--- src/rtl/pulse_sync_pkg.sv ---
// Shared types and default timing for the cross-domain pulse path (transmitter and receiver).
package pulse_sync_pkg;

    typedef enum logic [1:0] {
        IDLE = 2'd0,
        HIGH = 2'd1,
        GAP  = 2'd2
    } pulse_tx_state_t;

    localparam int DEFAULT_HIGH_CYCLES = 11;
    localparam int DEFAULT_GAP_CYCLES  = 4;
    localparam int DEFAULT_PEND_W      = 4;

    function automatic int max2(input int a, input int b);
        return (a > b) ? a : b;
    endfunction

endpackage

--- src/rtl/sat_updown_counter.sv ---
// Saturating up/down counter: updates on the edge after inc/dec; inc+dec together is a no-op.
// When full, a lone inc is refused and flagged on drop_o; a lone dec at zero is ignored.
module sat_updown_counter #(
    parameter int W = 4
) (
    input  logic         clk_i,
    input  logic         rst_n_i,
    input  logic         inc_i,
    input  logic         dec_i,
    output logic [W-1:0] count_o,
    output logic         full_o,
    output logic         empty_o,
    output logic         drop_o
);

    logic [W-1:0] count_q, count_d;

    assign full_o  = &count_q;
    assign empty_o = (count_q == '0);
    assign drop_o  = inc_i & ~dec_i & full_o;
    assign count_o = count_q;

    always_comb begin
        count_d = count_q;
        if (inc_i && !dec_i && !full_o) begin
            count_d = count_q + 1'b1;
        end else if (dec_i && !inc_i && !empty_o) begin
            count_d = count_q - 1'b1;
        end
    end

    always_ff @(posedge clk_i) begin
        if (!rst_n_i) begin
            count_q <= '0;
        end else begin
            count_q <= count_d;
        end
    end

endmodule

--- src/rtl/pulse_stretch_tx.sv ---
// Stretches single-cycle strobes into HIGH_CYCLES-wide pulses separated by GAP_CYCLES lows; out rises 1 cycle
// after a strobe. Strobes arriving mid-pulse queue in a saturating counter; drops when full set sticky overflow.
module pulse_stretch_tx
    import pulse_sync_pkg::*;
#(
    parameter int HIGH_CYCLES = DEFAULT_HIGH_CYCLES,
    parameter int GAP_CYCLES  = DEFAULT_GAP_CYCLES,
    parameter int PEND_W      = DEFAULT_PEND_W
) (
    input  logic              in_clk,
    input  logic              rst_n,
    input  logic              strobe,
    input  logic              clr_overflow,
    output logic              out,
    output logic              busy,
    output logic [PEND_W-1:0] pending,
    output logic              overflow
);

    localparam int CNT_W = $clog2(max2(HIGH_CYCLES, GAP_CYCLES)) + 1;
    localparam logic [CNT_W-1:0] HIGH_LOAD = CNT_W'(HIGH_CYCLES - 1);
    localparam logic [CNT_W-1:0] GAP_LOAD  = CNT_W'(GAP_CYCLES - 1);

    if (HIGH_CYCLES < 1 || GAP_CYCLES < 1) begin : g_param_check
        $error("pulse_stretch_tx: HIGH_CYCLES and GAP_CYCLES must both be >= 1");
    end

    pulse_tx_state_t  state_q, state_d;
    logic [CNT_W-1:0] cnt_q, cnt_d;
    logic             out_q, out_d;
    logic             ovf_q, ovf_d;
    logic             start, strobe_used;
    logic             pend_inc, pend_dec, pend_full, pend_empty, pend_drop;

    always_ff @(posedge in_clk) begin
        if (!rst_n) begin
            state_q <= IDLE;
            cnt_q   <= '0;
            out_q   <= 1'b0;
            ovf_q   <= 1'b0;
        end else begin
            state_q <= state_d;
            cnt_q   <= cnt_d;
            out_q   <= out_d;
            ovf_q   <= ovf_d;
        end
    end

    // A queued event always goes before a fresh strobe; the strobe then joins the queue.
    always_comb begin
        state_d     = state_q;
        cnt_d       = cnt_q;
        start       = 1'b0;
        strobe_used = 1'b0;
        case (state_q)
            IDLE: begin
                if (strobe || !pend_empty) start = 1'b1;
            end
            HIGH: begin
                if (cnt_q == '0) begin
                    state_d = GAP;
                    cnt_d   = GAP_LOAD;
                end else begin
                    cnt_d = cnt_q - 1'b1;
                end
            end
            GAP: begin
                if (cnt_q != '0) begin
                    cnt_d = cnt_q - 1'b1;
                end else if (strobe || !pend_empty) begin
                    start = 1'b1;
                end else begin
                    state_d = IDLE;
                end
            end
            default: state_d = IDLE;
        endcase
        if (start) begin
            state_d     = HIGH;
            cnt_d       = HIGH_LOAD;
            strobe_used = pend_empty;
        end
    end

    always_comb begin
        out_d = (state_d == HIGH);
        ovf_d = ovf_q;
        if (pend_drop) begin
            ovf_d = 1'b1;
        end else if (clr_overflow) begin
            ovf_d = 1'b0;
        end
    end

    assign pend_inc = strobe & ~strobe_used;
    assign pend_dec = start & ~pend_empty;

    sat_updown_counter #(
        .W(PEND_W)
    ) u_pend (
        .clk_i   (in_clk),
        .rst_n_i (rst_n),
        .inc_i   (pend_inc),
        .dec_i   (pend_dec),
        .count_o (pending),
        .full_o  (pend_full),
        .empty_o (pend_empty),
        .drop_o  (pend_drop)
    );

    assign out      = out_q;
    assign overflow = ovf_q;
    assign busy     = (state_q != IDLE) || !pend_empty;

endmodule

--- config.mk ---
export PLATFORM = sky130hd
export DESIGN_NAME = pulse_stretch_tx
export DESIGN_NICKNAME = d
export VERILOG_FILES = /design/src/rtl/pulse_sync_pkg.sv /design/src/rtl/sat_updown_counter.sv /design/src/rtl/pulse_stretch_tx.sv
export SDC_FILE = /design/constraint.sdc
export NUM_CORES = 1
export LEC_CHECK = 0
export ABC_AREA = 1
export CAP_MARGIN = 20
export CORE_MARGIN = 1.5
export CORE_UTILIZATION = 35
export DETAILED_ROUTE_END_ITERATION = 12
export GPL_TIMING_DRIVEN = 0
export HOLD_SLACK_MARGIN = 0.08
export SYNTH_ARGS = -nofsm -noshare
export SYNTH_HDL_FRONTEND = slang
export SYNTH_HIERARCHICAL = 1
export SYNTH_SLANG_ARGS = --single-unit
export TNS_END_PERCENT = 100
--- constraint.sdc ---
create_clock -name in_clk -period 2.55 [get_ports in_clk]
set_input_delay 0.255 -clock in_clk [delete_from_list [all_inputs] [get_ports in_clk]]
set_output_delay 0.255 -clock in_clk [all_outputs]
set_load 0.005 [all_outputs]
* Word-level counts from Yosys, hierarchy flattened
Index checks and enable logic that the tools add are counted.
** Storage, ports and cells
- Word-level logic and storage cells :: 62
- Input port bits :: 4
- Output and inout port bits :: 7
- Bits in registers :: 13
** Cells by class
- Bitwise logic cells :: 8
- Reductions and logical operators :: 23
- Multiplexer cells :: 17
- Add/sub/neg operators :: 3
- Equality and inequality tests :: 5
** Operators with widths (count)
- two-way mux 4 bit :: 3
- two-way mux 5 bit :: 2
- one-hot mux 5 bit (2 select lines) :: 1
- two-way mux 2 bit :: 4
- nonzero test 2 bit :: 4
- one-hot mux 2 bit (3 select lines) :: 1
- zero test 5 bit :: 1
- two-way mux 1 bit :: 5
- nonzero test 5 bit :: 1
- subtractor 5 x 1 -> 5 bit (second input constant) :: 1
- adder 4 x 1 -> 4 bit (second input constant) :: 1
- bitwise AND 1 bit :: 4
- == test 2 x 1 -> 1 bit (second input constant) :: 2
- logical AND 1 bit :: 4
- zero test 1 bit :: 4
- zero test 4 bit :: 1
- inverter 1 bit :: 4
- AND reduction 2 bit :: 2
- AND reduction 4 bit :: 1
- subtractor 4 x 1 -> 4 bit (second input constant) :: 1
- != test 3 bit (second input constant) :: 1
- nonzero test 3 bit :: 1
- == test 2 bit (second input constant) :: 1
- zero test 2 bit :: 1
- 4 further kinds :: 5

* Longest topological paths before layout
Gate-level depths: netlist (run 1).
- Depth in word-level cells :: 14
- Depth in mapped cells :: 20
- Depth with buffers taken out :: 20

* By module
The synthesis (run 1) kept the hierarchy.
** By module, submodules not included
- pulse_stretch_tx :: times used 1, cells an instance 70, sequential area each 180.2 µm², area each 500.5 µm²
- sat_updown_counter :: times used 1, cells an instance 51, sequential area each 80.1 µm², area each 322.8 µm²

* Worst setup path after synthesis (run 1)
OpenSTA, ideal clock, no wires.
- Path kind :: reg-to-reg
- Start point :: reg u_pend.count_q[0], in the netlist u_pend/count_o[0]
- End point :: reg u_pend.count_q[3], in the netlist u_pend/count_o[3]
- Path buffers :: 0
- Clock period less this slack :: 2273 ps
- Required time :: 2436 ps
- Cell stages (with the launch flop) :: 21
- Path slack :: 277 ps
- Arrival :: 2159 ps
- Setup time :: 114 ps
- Cells stage by stage :: dfxtp_1 nor2_1 nand2_1 inv_1 inv_2 nor2_1 nor2_1 nand2_4 o21a_1 inv_1 nor2_1 o21ai_2 ha_1 nand2_1 nand2_1 nor2_1 nand2_1 nand3_2 nand2_1 nand2_1 nor2_2
** Between the ends
- Word-level cells in the longest chain between the ends :: 13
- Elaborated cells on any way between the ends :: 24
- Classes of those cells :: add/sub: 2; mux: 6; bitwise: 4; reduce/logical: 12
** Ends and longest elaborated chain
- start: declaration :: RTL line sat_updown_counter.sv:16 : logic [W-1:0] count_q, count_d;
- start signal: assignment :: RTL line sat_updown_counter.sv:36 : count_q <= count_d;
- zero test 4 bit * :: RTL line sat_updown_counter.sv:19 : assign empty_o = (count_q == '0);
- via pend_empty :: RTL line pulse_stretch_tx.sv:33 : logic pend_inc, pend_dec, pend_full, pend_empty, pend_drop;
- zero test 1 bit :: RTL line pulse_stretch_tx.sv:57, pulse_stretch_tx.sv:70
- logical OR 1 bit :: RTL line pulse_stretch_tx.sv:57, pulse_stretch_tx.sv:70
- two-way mux 1 bit :: RTL line pulse_stretch_tx.sv:57, pulse_stretch_tx.sv:70
- two-way mux 1 bit :: RTL line pulse_stretch_tx.sv:68 : if (cnt_q != '0) begin
- one-hot mux 1 bit (2 select lines) :: RTL line pulse_stretch_tx.sv:55 : case (state_q)
- two-way mux 1 bit * :: RTL line pulse_stretch_tx.sv:78 : if (start) begin
- inverter 1 bit * :: RTL line pulse_stretch_tx.sv:95 : assign pend_inc = strobe & ~strobe_used;
- bitwise AND 1 bit * :: RTL line pulse_stretch_tx.sv:95
- via pend_inc :: RTL line pulse_stretch_tx.sv:33
- zero test 1 bit :: RTL line sat_updown_counter.sv:27 : end else if (dec_i && !inc_i && !empty_o) begin
- logical AND 1 bit (2 in series) :: RTL line sat_updown_counter.sv:27
- nonzero test 2 bit (no line)
The timed path passes the listed nets; every way through them passes the cells marked *. The select of a mux whose other input is x is not followed.
A chain may end at the register's enable or synchronous reset.

* Worst setup path after layout (run 1)
- Start point :: reg cnt_q[0]
- End point :: reg u_pend.count_q[3], in the netlist u_pend/count_o[3]
** Between the ends
- Elaborated cells on any way between the ends :: 15
- Classes of those cells :: mux: 4; bitwise: 3; reduce/logical: 8
** RTL lines
- start: declaration :: RTL line pulse_stretch_tx.sv:29 : logic [CNT_W-1:0] cnt_q, cnt_d;
- start signal: assignment :: RTL line pulse_stretch_tx.sv:43 : cnt_q <= cnt_d;
- nonzero test 5 bit * :: RTL line pulse_stretch_tx.sv:68
- two-way mux 1 bit * :: RTL line pulse_stretch_tx.sv:68
- one-hot mux 1 bit (2 select lines) * :: RTL line pulse_stretch_tx.sv:55
- bitwise AND 1 bit * :: RTL line pulse_stretch_tx.sv:96 : assign pend_dec = start & ~pend_empty;
- via pend_dec :: RTL line pulse_stretch_tx.sv:33
- zero test 1 bit :: RTL line sat_updown_counter.sv:25 : if (inc_i && !dec_i && !full_o) begin
- logical AND 1 bit (2 in series) :: RTL line sat_updown_counter.sv:25
- two-way mux 4 bit / nonzero test 2 bit (equally long branches)
The timed path passes the listed nets; every way through them passes the cells marked *.

==> results of run 1 <==
logic make-up after synthesis:
logic type	after synthesis	share of synthesized area, %
and+or+nand+nor	68	41.0
buffers and inverters	19	8.66
AOI/OAI and AO/OA	16	10.6
DFF	13	31.6
adders and majority gates	4	6.99
xor gates and xnor gates	1	1.06
cell usage in the layout, fill, tap and decap left out, types with 2 or more instances in the layout:
cell type,synthesis,final
nor2_1,21,21
nand3_1,8,8
nand2_1,23,23
buf_4,0,8
clkdlybuf4s50_1,0,10
clkbuf_4,0,3
o21ai_0,2,2
nand2_4,2,2
nand2_2,5,5
dfxtp_1,13,10
a21oi_1,10,10
inv_1,15,15
dfxtp_2,0,2
nor2_2,3,3
inv_2,3,3
cells in the mapped netlist:
cell type	instances
nor2_2	3
fa_1	1
nor2_4	1
xor2_1	1
nor2_1	21
ha_1	3
nand2_1	23
o21ai_2	1
nand4_1	1
o21ai_0	2
nand3_4	1
o21ai_1	1
dfxtp_1	13
inv_2	3
a31oi_1	1
inv_1	15
nand3_1	8
nand2_2	5
clkinv_1	1
a21oi_1	10
nor3_2	1
o21a_1	1
nand3_2	1
nand2_4	2
nor3_1	1
metal layers:
layer  track usage [%]  wire (um)  share of wire [%]  vias up
li1                  -          -                  -      426
met1              17.8        771                 45      361
met2              24.8        825                 49       15
met3              3.45         71                4.2        4
met4              6.58         30                1.8        0
met5                 0          0                  0        -
report_power, final:
part           total [W]  internal, W  switching [W]
clock network   0.000129    0.0000607      0.0000684
registers       0.000367     0.000283      0.0000840
logic            0.00102     0.000482       0.000535
total            0.00151     0.000825       0.000687
state kept, by name (all words and copies together) (netlist names):
signal	cells
u_pend/count_o	4
state_q	2
cnt_q	5
overflow	1
out	1
what timing repair did:
action,CTS,global route
gates resized for setup,0,6
setup endpoints to repair,0,2
setup buffers,0,8
how the worst max path moves through the flow:
| stage | startpoint | endpoint | slack, ns | cells past startpoint |
|---|---|---|---|---|
| floorplan | u_pend/count_o[0] | u_pend/count_o[3] | 0.28 | 20 |
| CTS | u_pend/count_o[0] | u_pend/count_o[3] | 0.02 | 20 |
| detailed placement | u_pend/count_o[0] | u_pend/count_o[3] | 0.02 | 20 |
| global placement | u_pend/count_o[0] | u_pend/count_o[3] | 0.06 | 20 |
| global route | u_pend/count_o[2] | u_pend/count_o[3] | 0.03 | 20 |
| finish | cnt_q[0] | u_pend/count_o[3] | 0.23 | 18 |
cell type report:
class	instances	share of cell area, %
clock buffers	4	2.46
inverters	19	6.69
multi-input cells	89	47.5
flip-flops and latches	13	25.0
well taps	28	3.29
repair buffers	18	15.0
critical path: cells and delay by family (launching register included):
| kind | cells | cell delay [ns] |
|---|---|---|
| flip-flops | 1 | 0.31 |
| adder cells (fa/ha/maj) | 2 | 0.52 |
| AO/OA/AOI/OAI | 1 | 0.13 |
| AND/OR/NAND/NOR | 13 | 1.01 |
| buffers and inverters | 2 | 0.27 |
stage by stage:
stage	power (W)	worst slack, ns	hold slack (ns)	util (%)
floorplan	0.00101	0.277	0.390	-
global placement	0.00121	0.0594	0.460	43.3
detailed placement	0.00122	0.0195	0.457	43.3
CTS	0.00136	0.0192	0.472	44.5
global route	0.00168	0.0254	0.516	48.2
finish	0.00151	0.232	0.470	48.2
==> out/qor.csv, run 1 <==
stage,metric,value,unit
placed_design,Post-Place Cells,159,
clocking,latest clock arrival within the worst-skew pair,0.28,ns
drt,Residual DRC,0,
layout,storage element area,267,um2
clocking,clock tree from TritonCTS,yes,
yosys,leading area contributor after synthesis,dfxtp_1,
drt,via count,806,
clocking,# hold bufs at CTS,0,
drt,final wirelength,1700,um
worst_setup_path,FF-to-FF Start,cnt_q[0],
drt,vias per cell,4.71,
sta,Worst-Margin Slew,0.301,ns
floorplanning,Ports,11,
global_routing,GRT Overall Usage,14.7,%
placed_design,Post-DP HPWL,1240,um
placed_design,DP Area,958,um2
floorplanning,starting density of the core,37.2,%
sta,Fmax,431,MHz
pwr,pwr/cell area,1420,mW/mm2
worst_setup_path,Worst R2R Setup Slack,0.23,ns
sta,Final Skew,0.0114,ns
yosys,Seq cells post-synth,13,
floorplanning,die outline height,51.5,um
global_routing,number of global-route vias before repair,721,
sta,final hold violations,0,
yosys,synthesized cell area,823,um2
clocking,number of H-tree levels,1,
floorplanning,Die W,51.5,um
min_path,hold path endpoint,cnt_q[4],
yosys,post-synthesis average cell area,6.80,um2
layout,Nets,152,
clocking,Num CTS Buffers,3,
min_path,min-delay src,cnt_q[4],
drt,1st-iter DRT viols,7,
global_routing,first-pass GRT wire length,2940,um
worst_setup_path,Setup crit end kind,register,
run_status,status,"complete, no violations",
yosys,synth top area cells,"dfxtp_1 32%, nand2_1 10%, nor2_1 9.6%, inv_1 6.8%, a21oi_1 6.1%",
placed_design,Port Buf Inserts,10,
yosys,register area share after synthesis,31.6,%
layout,area delta synth->final,29.5,%
clocking,clock sinks,13,
min_path,hold path depth,2,
worst_setup_path,"Req. time, crit path",2.74,ns
clocking,"CTS clk-pin slew, worst paths",0.09,ns
layout,footprint of the multi-input gates,507,um2
yosys,Syn Nets,129,
worst_setup_path,r2r worst-path depth,18,
global_routing,initial antenna violation count,0,
worst_setup_path,Critical Path Max Stage Delay,0.31,ns
yosys,Synth top area share,31.6,%
worst_setup_path,critical path class,register to register,
worst_setup_path,crit path DAT,2.50,ns
yosys,Netlist cell types,25,
sta,"Min Clock Period, post-route",2.32,ns
clocking,clock buffer depth,2,
sta,number of setup violations in the final report,0,
yosys,Mapped Cells,121,
run,number of max-cap violations,0,
clocking,CTS Root Cell,clkbuf_4,
floorplanning,# rows,17,
pwr,LEAKAGE,0.475,nW
pwr,VDD IR-drop max,0.684,mV
layout,final instance area,0.00107,mm2
worst_setup_path,reg2reg end,u_pend/count_o[3],
min_path,hold crit path type,register to register,
yosys,Synth warnings,6,
worst_setup_path,Crit-path slowest cell,dfxtp_1,
global_routing,largest net degree at the start of global routing,11,
drt,Detailed Routing Iterations Pass 1,4,
drt,WL per Instance,9.93,um
floorplanning,Die Area,0.00265,mm2
drt,ANT nets after route,0,
global_routing,Overflow after GRT,0,
worst_setup_path,crit-path cells,inv_1 -> ha_2 -> nand3_4 -> nand2_2 -> nand2_4 -> buf_4 -> nor2_1 -> nor2_1 -> o21ai_2 -> ha_4 -> nand2_1 -> nand2_1 -> nor2_1 -> nand2_1 -> nand3_2 -> nand2_1 -> nand2_1 -> nor2_2,
floorplanning,Core ar.,0.00221,mm2
layout,share of cells above drive strength 1,23.8,%
worst_setup_path,CP Launch Type,register,
worst_setup_path,"most used cell, CP",nand2_1,
sta,setup TNS,0,ns
placed_design,GPL Wtd Cong,0.798,
sta,max_slew headroom,79.9,%
sta,RSZ-0062 raised after global routing,false,
layout,Ant. Diodes,0,
worst_setup_path,Worst Path Max Fanout,6,
layout,fillcell total,241,
sta,fin crit share,90.9,%
sta,Slew Limit Fails,0,
layout,final cell count without fillers,171,
No activity file was read; power rests on OpenSTA's default activity.
==> run 2: changes to the inputs <==
- ABC_AREA: 1 -> default
==> run 2 against run 1 <==
Against the previous run:
- cell area up 13%
- synthesized cell count down 24%
- worst hold slack better by 0.029 ns
- combinational power up 15%
- synthesized area down 0.15%
- core utilization up 6.1 points
- via count down 3.0%
- total power up 10%
- flip-flop and latch count unchanged
- fmax down 8.2%
- sequential power down 2%
- non-clock buffer count up 12
- largest power group unchanged
==> out/qor.csv, run 2 <==
stage,metric,value,unit
run_status,status,"complete, no violations",
clocking,clock sinks,13,
global_routing,"Most Used Layer, Global Route",met2,
sta,Slew Limit Fails,0,
sta,fin crit share,99.0,%
clocking,# hold bufs at CTS,0,
sta,max_slew headroom,60.6,%
global_routing,initial antenna violation count,0,
drt,ANT nets after route,0,
sta,Worst-Margin Slew,0.583,ns
yosys,most common cell in the netlist,dfxtp_1,
worst_setup_path,Worst Path Max Fanout,4,
drt,vias per cell,5.18,
yosys,synth top area cells,"dfxtp_1 32%, ha_1 4.6%, nand2b_1 3.8%, mux2i_1 3.7%, a21oi_1 3.0%",
layout,Ant. Diodes,0,
global_routing,GRT Overall Usage,16.0,%
pwr,VDD IR-drop max,0.660,mV
worst_setup_path,Setup crit end kind,register,
drt,Residual DRC,0,
yosys,Syn Nets,100,
yosys,Synth top area share,31.7,%
global_routing,global routing met3 resource utilization,3.51,%
sta,Setup WS post-layout,0.0244,ns
floorplanning,# rows,17,
worst_setup_path,Bufs and invs on worst path,1,
clocking,clock buffer depth,2,
clocking,number of H-tree levels,1,
layout,Biggest register,cnt_q,
worst_setup_path,"Req. time, crit path",2.77,ns
drt,1st-iter DRT viols,16,
drt,final wirelength,2010,um
global_routing,largest net degree at the start of global routing,11,
worst_setup_path,Crit-path slowest cell,or4b_4,
yosys,Seq cells post-synth,13,
sta,final hold violations,0,
layout,"leading cell types in the layout, fill and taps excluded","18 x buf_4, 11 x dfxtp_1, 10 x clkdlybuf4s50_1",
sta,setup TNS,0,ns
run,number of max-cap violations,0,
drt,via count,782,
clocking,"CTS clk-pin slew, worst paths",0.09,ns
layout,Nets,132,
floorplanning,Core ar.,0.00221,mm2
drt,Detailed Routing Iterations Pass 1,4,
layout,area delta synth->final,46.0,%
placed_design,Post-Place Cells,130,
floorplanning,starting density of the core,37.2,%
placed_design,Place WS,-0.216,ns
yosys,Synth warnings,6,
global_routing,first-pass GRT wire length,3080,um
yosys,post-synthesis average cell area,8.94,um2
layout,final cell count without fillers,151,
worst_setup_path,CP Launch Type,register,
clocking,Num CTS Buffers,3,
global_routing,Overflow after GRT,0,
worst_setup_path,cell family with most CP delay,simple AND/OR/NAND/NOR gates,
yosys,Post-synth EDFFs,0,
clocking,latest clock arrival within the worst-skew pair,0.28,ns
layout,max reg flops,5,
layout,share of cells above drive strength 1,36.6,%
pwr,Tot Pwr,0.00167,W
worst_setup_path,crit-path cells,inv_2 -> ha_4 -> or4b_4 -> and2_4 -> nor3_4 -> nand2b_4 -> nand2b_4 -> ha_4 -> a21oi_4 -> a211oi_2 -> a31oi_1 -> mux2i_1,
worst_setup_path,CP startpoint,cnt_q[1],
global_routing,met1 usage,20.7,%
sta,"Min Clock Period, post-route",2.53,ns
min_path,hold crit path type,register to register,
worst_setup_path,FF-to-FF Start,cnt_q[1],
sta,RSZ-0062 raised after global routing,true,
pwr,pwr/cell area,1390,mW/mm2
placed_design,GPL Wtd Cong,0.747,
min_path,min-delay src,cnt_q[4],
worst_setup_path,Critical Path Max Stage Delay,0.49,ns
sta,Final Skew,0.00379,ns
yosys,register area share after synthesis,31.7,%
drt,WL per Instance,13.3,um
global_routing,met2 GRT Util,24.6,%
yosys,Most used DFF post-synth,dfxtp_1,
yosys,leading area contributor after synthesis,dfxtp_1,
layout,"commonest non-fill, non-tap cell in the layout",buf_4,
yosys,synthesized cell area,822,um2
worst_setup_path,critical path class,register to register,
floorplanning,die outline height,51.5,um
sta,number of setup violations in the final report,0,
yosys,Mapped Cells,92,
floorplanning,Ports,11,
placed_design,Port Buf Inserts,10,
yosys,Netlist cell types,39,
placed_design,Post-DP HPWL,1240,um
clocking,CTS Root Cell,clkbuf_4,
floorplanning,Die Area,0.00265,mm2
sta,Fmax,396,MHz
yosys,Post-synth ARST share,0,%
global_routing,number of global-route vias before repair,716,
floorplanning,Die W,51.5,um
clocking,clock tree from TritonCTS,yes,
worst_setup_path,crit path DAT,2.74,ns
pwr,LEAKAGE,0.487,nW
yosys,"top cells by count, synth","13 x dfxtp_1, 6 x inv_1, 6 x nand2_1",
-- run 2: cell count changes after synthesis, moves of 4 or more --
cell / change
nand2_2: -5
inv_1: -9
nor2b_1: +4
nand3_1: -7
nand2b_1: +5
nor2_1: -16
nand2_1: -17
a21oi_1: -5
-- run 2: timing repair --
| action | 4_1_cts | 5_1_grt |
|---|---|---|
| pin swaps | 6 | 6 |
| gates resized for setup | 10 | 5 |
| buffers inserted | 13 | 5 |
| endpoints found under the hold margin | 0 | 0 |
| gates cloned | 0 | 0 |
| endpoints found under the setup margin | 2 | 4 |
-- run 2: path summary, 6_finish.rpt --
kind	end	slack, ns	cells after the start
setup / recovery	u_pend/count_o[3]	0.02	12
hold / removal	cnt_q[4]	0.50	2
setup reg to reg	u_pend/count_o[3]	0.02	12
hold reg to reg	cnt_q[4]	0.50	2
-- run 2: area by class of cell --
class / count / area [um2]
tap: 28 / 35.0
inverter: 7 / 26.3
multi-input combinational: 69 / 604
buffer: 2 / 10.0
sequential: 13 / 263
timing repair buffer: 28 / 235
clock buffer: 4 / 26.3
fill: 214 / 1010
-- run 2: worst register-to-register path, stage by stage, from the launching register on --
cell and delay [ns]:
dfxtp_2 0.35, inv_2 0.06, ha_4 0.12, or4b_4 0.49
and2_4 0.17, nor3_4 0.11, nand2b_4 0.15, nand2b_4 0.14
ha_4 0.23, a21oi_4 0.15, a211oi_2 0.09, a31oi_1 0.21
mux2i_1 0.20
-- run 2: metal layers --
layer | vias up | routed length [um]
met2 | 16 | 943
met3 | 5 | 64
met4 | 0 | 31
met1 | 369 | 969
li1 | 392 | -
met5 | - | 0
-- run 2: kinds of logic after synthesis --
logic type,Yosys count,share of synthesized area [%]
AO/OA/AOI/OAI,21,19.6
flip-flops,13,31.7
adder cells (fa/ha/maj),4,7.00
XOR/XNOR,3,3.20
buffers and inverters,10,5.78
AND/OR/NAND/NOR,37,27.7
multiplexers,4,5.02
-- run 2: metrics by stage --
step	cell area [um2]	util [%]	hold WS (ns)
final	1200	54.2	0.498
after global routing	1200	54.2	0.536
after CTS	1150	51.8	0.500
after detailed placement	993	44.9	0.479
after global placement	993	44.9	0.473
after floorplan	858	-	0.377
-- run 2: where the power goes --
group | internal [W] | switching (W) | total [W] | leakage (nW)
clock network | 0.0000607 | 0.0000729 | 0.000134 | 0.0150
logic | 0.000669 | 0.000505 | 0.00117 | 0.364
registers | 0.000273 | 0.0000843 | 0.000358 | 0.108
total | 0.00100 | 0.000663 | 0.00167 | 0.487
